===== src/rtl/bot_evt_pkg.sv =====
// Shared defaults, per-channel state encoding and the saturating increment
// used by the bot event latch block.
package bot_evt_pkg;

    localparam int N_CH_DEF  = 4;
    localparam int CNT_W_DEF = 8;

    typedef enum logic {
        EVT_IDLE = 1'b0,
        EVT_PEND = 1'b1
    } evt_state_e;

    // Increment cnt, holding at the w-bit all-ones value instead of wrapping.
    function automatic logic [31:0] sat_inc(input logic [31:0] cnt, input int w);
        logic [31:0] max_val;
        max_val = (w >= 32) ? 32'hFFFF_FFFF : ((32'd1 << w) - 32'd1);
        return (cnt >= max_val) ? max_val : cnt + 32'd1;
    endfunction

endpackage


===== src/rtl/bot_evt_chan.sv =====
// One event channel: edge/level event detect, sticky pending flag, and a
// saturating counter of events that arrived while already pending.
//
// state    | meaning
// ---------+---------------------------------------------
// EVT_IDLE | no unacknowledged event
// EVT_PEND | event latched, waiting for software ack
module bot_evt_chan
    import bot_evt_pkg::*;
#(
    parameter int CNT_W     = CNT_W_DEF,
    parameter int EDGE_MODE = 1
) (
    input  logic             clk,
    input  logic             rst,
    input  logic             evt_in,
    input  logic             ack,
    input  logic             clr_cnt,
    output logic             pending,
    output logic [CNT_W-1:0] miss_cnt
);

    evt_state_e       state_q;
    evt_state_e       state_d;
    logic             evt;
    logic             miss;
    logic [CNT_W-1:0] cnt_q;

    // History resets high so an input already asserted at reset release is not an event.
    generate
        if (EDGE_MODE != 0) begin : g_edge
            logic evt_q;
            always_ff @(posedge clk) begin
                if (rst) evt_q <= 1'b1;
                else     evt_q <= evt_in;
            end
            assign evt = evt_in & ~evt_q;
        end else begin : g_level
            assign evt = evt_in;
        end
    endgenerate

    always_ff @(posedge clk) begin
        if (rst) state_q <= EVT_IDLE;
        else     state_q <= state_d;
    end

    // A new event outranks an ack landing in the same cycle.
    always_comb begin
        state_d = state_q;
        case (state_q)
            EVT_IDLE: if (evt)         state_d = EVT_PEND;
            EVT_PEND: if (!evt && ack) state_d = EVT_IDLE;
            default:                   state_d = EVT_IDLE;
        endcase
    end

    always_comb begin
        pending = (state_q == EVT_PEND);
        miss    = evt & pending & ~ack;
    end

    always_ff @(posedge clk) begin
        if (rst)          cnt_q <= '0;
        else if (clr_cnt) cnt_q <= miss ? CNT_W'(1) : '0;
        else if (miss)    cnt_q <= CNT_W'(sat_inc(32'(cnt_q), CNT_W));
    end

    assign miss_cnt = cnt_q;

endmodule


===== src/rtl/bot_evt_sync.sv =====
// Multi-channel sticky event latch with masked, aggregated interrupt request.
// Define BOT_EVT_SYNC_IN_EN to add a 2-flop synchroniser on each i_evt bit.
module bot_evt_sync
    import bot_evt_pkg::*;
#(
    parameter int N_CH      = N_CH_DEF,
    parameter int CNT_W     = CNT_W_DEF,
    parameter int EDGE_MODE = 1
) (
    input  logic                    clk,
    input  logic                    rst,
    input  logic [N_CH-1:0]         i_evt,
    input  logic [N_CH-1:0]         i_ack,
    input  logic [N_CH-1:0]         i_mask,
    input  logic [N_CH-1:0]         i_clr_cnt,
    output logic [N_CH-1:0]         o_pending,
    output logic                    o_irq,
    output logic [N_CH*CNT_W-1:0]   o_miss_cnt
);

    logic [N_CH-1:0] evt_s;

`ifdef BOT_EVT_SYNC_IN_EN
    // Sync flops reset high so a strobe line idling high is not seen as a rising edge.
    logic [N_CH-1:0] sync1_q;
    logic [N_CH-1:0] sync2_q;

    always_ff @(posedge clk) begin
        if (rst) begin
            sync1_q <= '1;
            sync2_q <= '1;
        end else begin
            sync1_q <= i_evt;
            sync2_q <= sync1_q;
        end
    end

    assign evt_s = sync2_q;
`else
    assign evt_s = i_evt;
`endif

    generate
        for (genvar c = 0; c < N_CH; c++) begin : g_chan
            bot_evt_chan #(
                .CNT_W     (CNT_W),
                .EDGE_MODE (EDGE_MODE)
            ) u_chan (
                .clk      (clk),
                .rst      (rst),
                .evt_in   (evt_s[c]),
                .ack      (i_ack[c]),
                .clr_cnt  (i_clr_cnt[c]),
                .pending  (o_pending[c]),
                .miss_cnt (o_miss_cnt[c*CNT_W +: CNT_W])
            );
        end
    endgenerate

    assign o_irq = |(o_pending & ~i_mask);

endmodule


===== config.mk =====
export PLATFORM = sky130hd
export DESIGN_NAME = bot_evt_sync
export DESIGN_NICKNAME = d
export VERILOG_FILES = /design/src/rtl/bot_evt_pkg.sv /design/src/rtl/bot_evt_chan.sv /design/src/rtl/bot_evt_sync.sv
export SDC_FILE = /design/constraint.sdc
export NUM_CORES = 1
export LEC_CHECK = 0
export CAP_MARGIN = 30
export CORE_MARGIN = 2
export CORE_UTILIZATION = 45
export DETAILED_ROUTE_END_ITERATION = 6
export GPL_ROUTABILITY_DRIVEN = 0
export PLACE_DENSITY = 0.76
export SYNTH_ARGS = -nofsm -noshare
export SYNTH_HDL_FRONTEND = slang
export SYNTH_SLANG_ARGS = --single-unit

===== constraint.sdc =====
create_clock -name clk -period 2.1 [get_ports clk]
set_clock_uncertainty 0.1 [all_clocks]
set_input_delay 0.63 -clock clk [delete_from_list [all_inputs] [get_ports clk]]
set_output_delay 0.63 -clock clk [all_outputs]
set_load 0.005 [all_outputs]

==> results.md <==
- Status: completed
- Yosys top cell by area: dfxtp_1
- Port Buffers: between 50 and 60
- Met3 GRT Util: under 10%
- CP cell instances: clkdlybuf4s50_1
- Family with the most delay on the worst path: buffers and inverters
- Largest stage delay on the critical path: 0.56 ns
- Largest net degree at the start of global routing: 12
- Via-to-Cell Ratio: roughly 5.5
- Max_cap viols: 0
- Final WL: 4.61 mm
- Final Non-Filler Cells: 344
- Final setup TNS: 0 ns
- Die extent in y: between 70 and 80 um
- Number of global-route vias before repair: between 1500 and 2000
- Latest clock arrival within the worst-skew pair: 0.28 ns
- Die width: 70.1 um
- Total power: approximately 0.0014 W
- Most used routing layer: met2
- Post-synth cell types: between 40 and 50
- Clk buf depth: 2
- Seq/Total Area, Yosys: around 41%
- Row cnt: 24
- Synth Flop Type: dfxtp_1
- WHS: about 0.42 ns
- Count leader, synth: dfxtp_1
- Diode count: 0
- P_int: 0.00111 W
- Area share of the largest cell type after synthesis: slightly above 40%
- Clock sink count: 40
- Final-report hold violation count: 0
- Final period util: between 90% and 100%
- # IOs: 55
- M2 GR Usage: about a third
- Register share of total power: 54.5%
- Reg clk slew, reported paths: about 0.080 ns
- Met1 Use GR: between 20% and 30%
- Cell area after layout: between 0.002 and 0.003 mm^2
- Placed Cells: 337
- Share of synthesized registers carrying an async set or reset: 0%
- Least-Margin Pin Slew: approximately 0.36 ns
- Share of layout cells above drive strength 1: about an eighth
- Syn Area/Cell: ~8.6 um^2
- Routed len/inst: about 13 um
- Sw frac: 21.4%
- Critical path launch point: g_chan[0].u_chan.miss_cnt[3]
- Post-synth top cells: 40 x dfxtp_1, 29 x nor2_1, 12 x nand3_1
- Min cycle time layout: slightly above 2 ns
- Yosys warns: 0
- Placeable Area: about 0.0043 mm^2
- Worst Hold Endpoint: g_chan[3].u_chan.pending
- Final slew viol count: 0
- DRT Pass-1 Iters: 4
- Initial DRC count: 127
- Hold_sp: g_chan[3].u_chan.g_edge.evt_q
- DRC errors left: 0
- Worst r2r src: g_chan[0].u_chan.miss_cnt[0]
- Terminus of the critical flop-to-flop path: g_chan[0].u_chan.miss_cnt[3]
- Worst path buffer plus inverter count: 1
- Register bit total from synthesis: 40
- WHS Path Cells: 2
- Mapped Area: ~0.0020 mm^2
- DP Area: between 0.002 and 0.003 mm^2
- Flop2flop setup slack: ~0.33 ns
- CP Max Fanout: 6
- Antenna violations before repair: 0
- Post-synth EDFFs: 0
- Fmax achieved: between 400 and 500 MHz
- Critical path class: flop to primary output
- Worst setup EP type: primary output
- Top cells by area, synth: dfxtp_1 41%, nor2_1 5.5%, mux2i_1 4.1%
- Sw Pwr: about 0.00030 W
- DR vias: 1907
- Fin nets: approximately 310
- Peak VDD IR: ~0.27 mV
- Clock share of power: roughly 39%
- Dpl hpwl: approximately 3.3 mm
- CTS tree: done
- Synthesized net count: between 200 and 300
- Total track usage: 20.2%
- DIE AREA: approximately 0.0049 mm^2
- Hold Path Class: flop to flop
- Slowest CP cell: clkdlybuf4s50_1
- P_leak: 0.970 nW
- Critical Path AT: 1.32 ns
- Logic pwr share: 6.3%
- Rel. slew slack: between 70% and 80%
- Area grow syn2layout: 39.0%
- Initial Util: a little under half
- Cell area power density: 518 mW/mm^2
- Synth Instances: 228
- Final ANT Viol Nets: 0
- H-tree depth: 2
- Final setup vio count: 0
- Root Buffer: clkbuf_8
- Global-route wire length before repair: slightly above 8 mm
- Worst Setup Start Kind: flop
- Critical Path RT: between 1 and 1.5 ns
- Worst r2r path cells: 5
- Num CTS Buffers: 5
- Gr ovfl total: 0
-- through the flow --
stage	util [%]	worst slack, ns
after detailed placement	60.9	-0.539
after floorplan	-	0.310
after global routing	63.6	-0.0164
final	63.6	0.0506
after CTS	63.0	0.0234
after global placement	60.9	-0.492
-- area by class of cell --
class                      count  area, um^2
multi-input combinational    168        1090
timing repair buffer          68         641
tap                           52        65.1
sequential                    40         803
fill                         384        1560
inverter                       9        33.8
clock buffer                   7        96.3
-- power groups by stage --
stage	Sequential, W	Combinational (W)	Clock (W)
after CTS	0.000771	0.0000881	0.000573
after detailed placement	0.000789	0.0000900	0
after global routing	0.000772	0.0000981	0.000590
final	0.000771	0.0000898	0.000555
after floorplan	0.000787	0.0000358	0
after global placement	0.000788	0.0000892	0
-- registers in the layout, indices dropped and copies added (netlist names) --
register                    count
g_chan.u_chan.miss_cnt         32
g_chan.u_chan.g_edge.evt_q      4
g_chan.u_chan.pending           4
-- repair_timing --
item / 4_1_cts / 5_1_grt
setup buffers: 0 / 0
setup endpoints to repair: 1 / 4
endpoints found under the hold margin: 0 / 0
gates resized for setup: 6 / 6
pin swaps: 1 / 1
hold buffers: 0 / 0
-- logic make-up (layout without fill, tap and decap cells) --
family                   after synthesis  after routing  share of synthesized area (%)
AND/OR/NAND/NOR                      114            114                           33.5
AO/OA/AOI/OAI                         42             42                           14.3
flip-flops                            40             40                           40.7
buffers and inverters                 20             84                           4.84
multiplexers                           8              8                           4.07
adder cells (fa/ha/maj)                4              4                           2.55
-- layout by cell type, fill, tap and decap left out, types with 6 or more instances in the layout --
master and instances:
nor2_1 29, a21oi_1 9, nor3_1 10, mux2i_1 8, a31oi_1 8, o21ai_1 6, nand2_1 10, nand3_1 12
nand2b_1 8, nand4_1 8, dfxtp_1 38, inv_1 9, nor2b_1 6, clkdlybuf4s50_1 50, clkbuf_8 7, buf_4 14
-- routing by layer --
metal | up-vias | wire length, um
li1 | 961 | -
met1 | 888 | 2070
met2 | 56 | 2220
met3 | 2 | 274
met4 | 0 | 40
met5 | - | 0
-- worst max-delay path by stage --
stage | slack (ns) | cells past startpoint | to
after floorplan | 0.31 | 5 | g_chan[0].u_chan.miss_cnt[3]
after global placement | -0.49 | 5 | o_irq
after detailed placement | -0.54 | 5 | o_irq
after CTS | 0.02 | 3 | o_irq
after global routing | -0.02 | 1 | o_miss_cnt[3]
final | 0.05 | 1 | o_miss_cnt[3]
(Power assumes the default switching activity.)
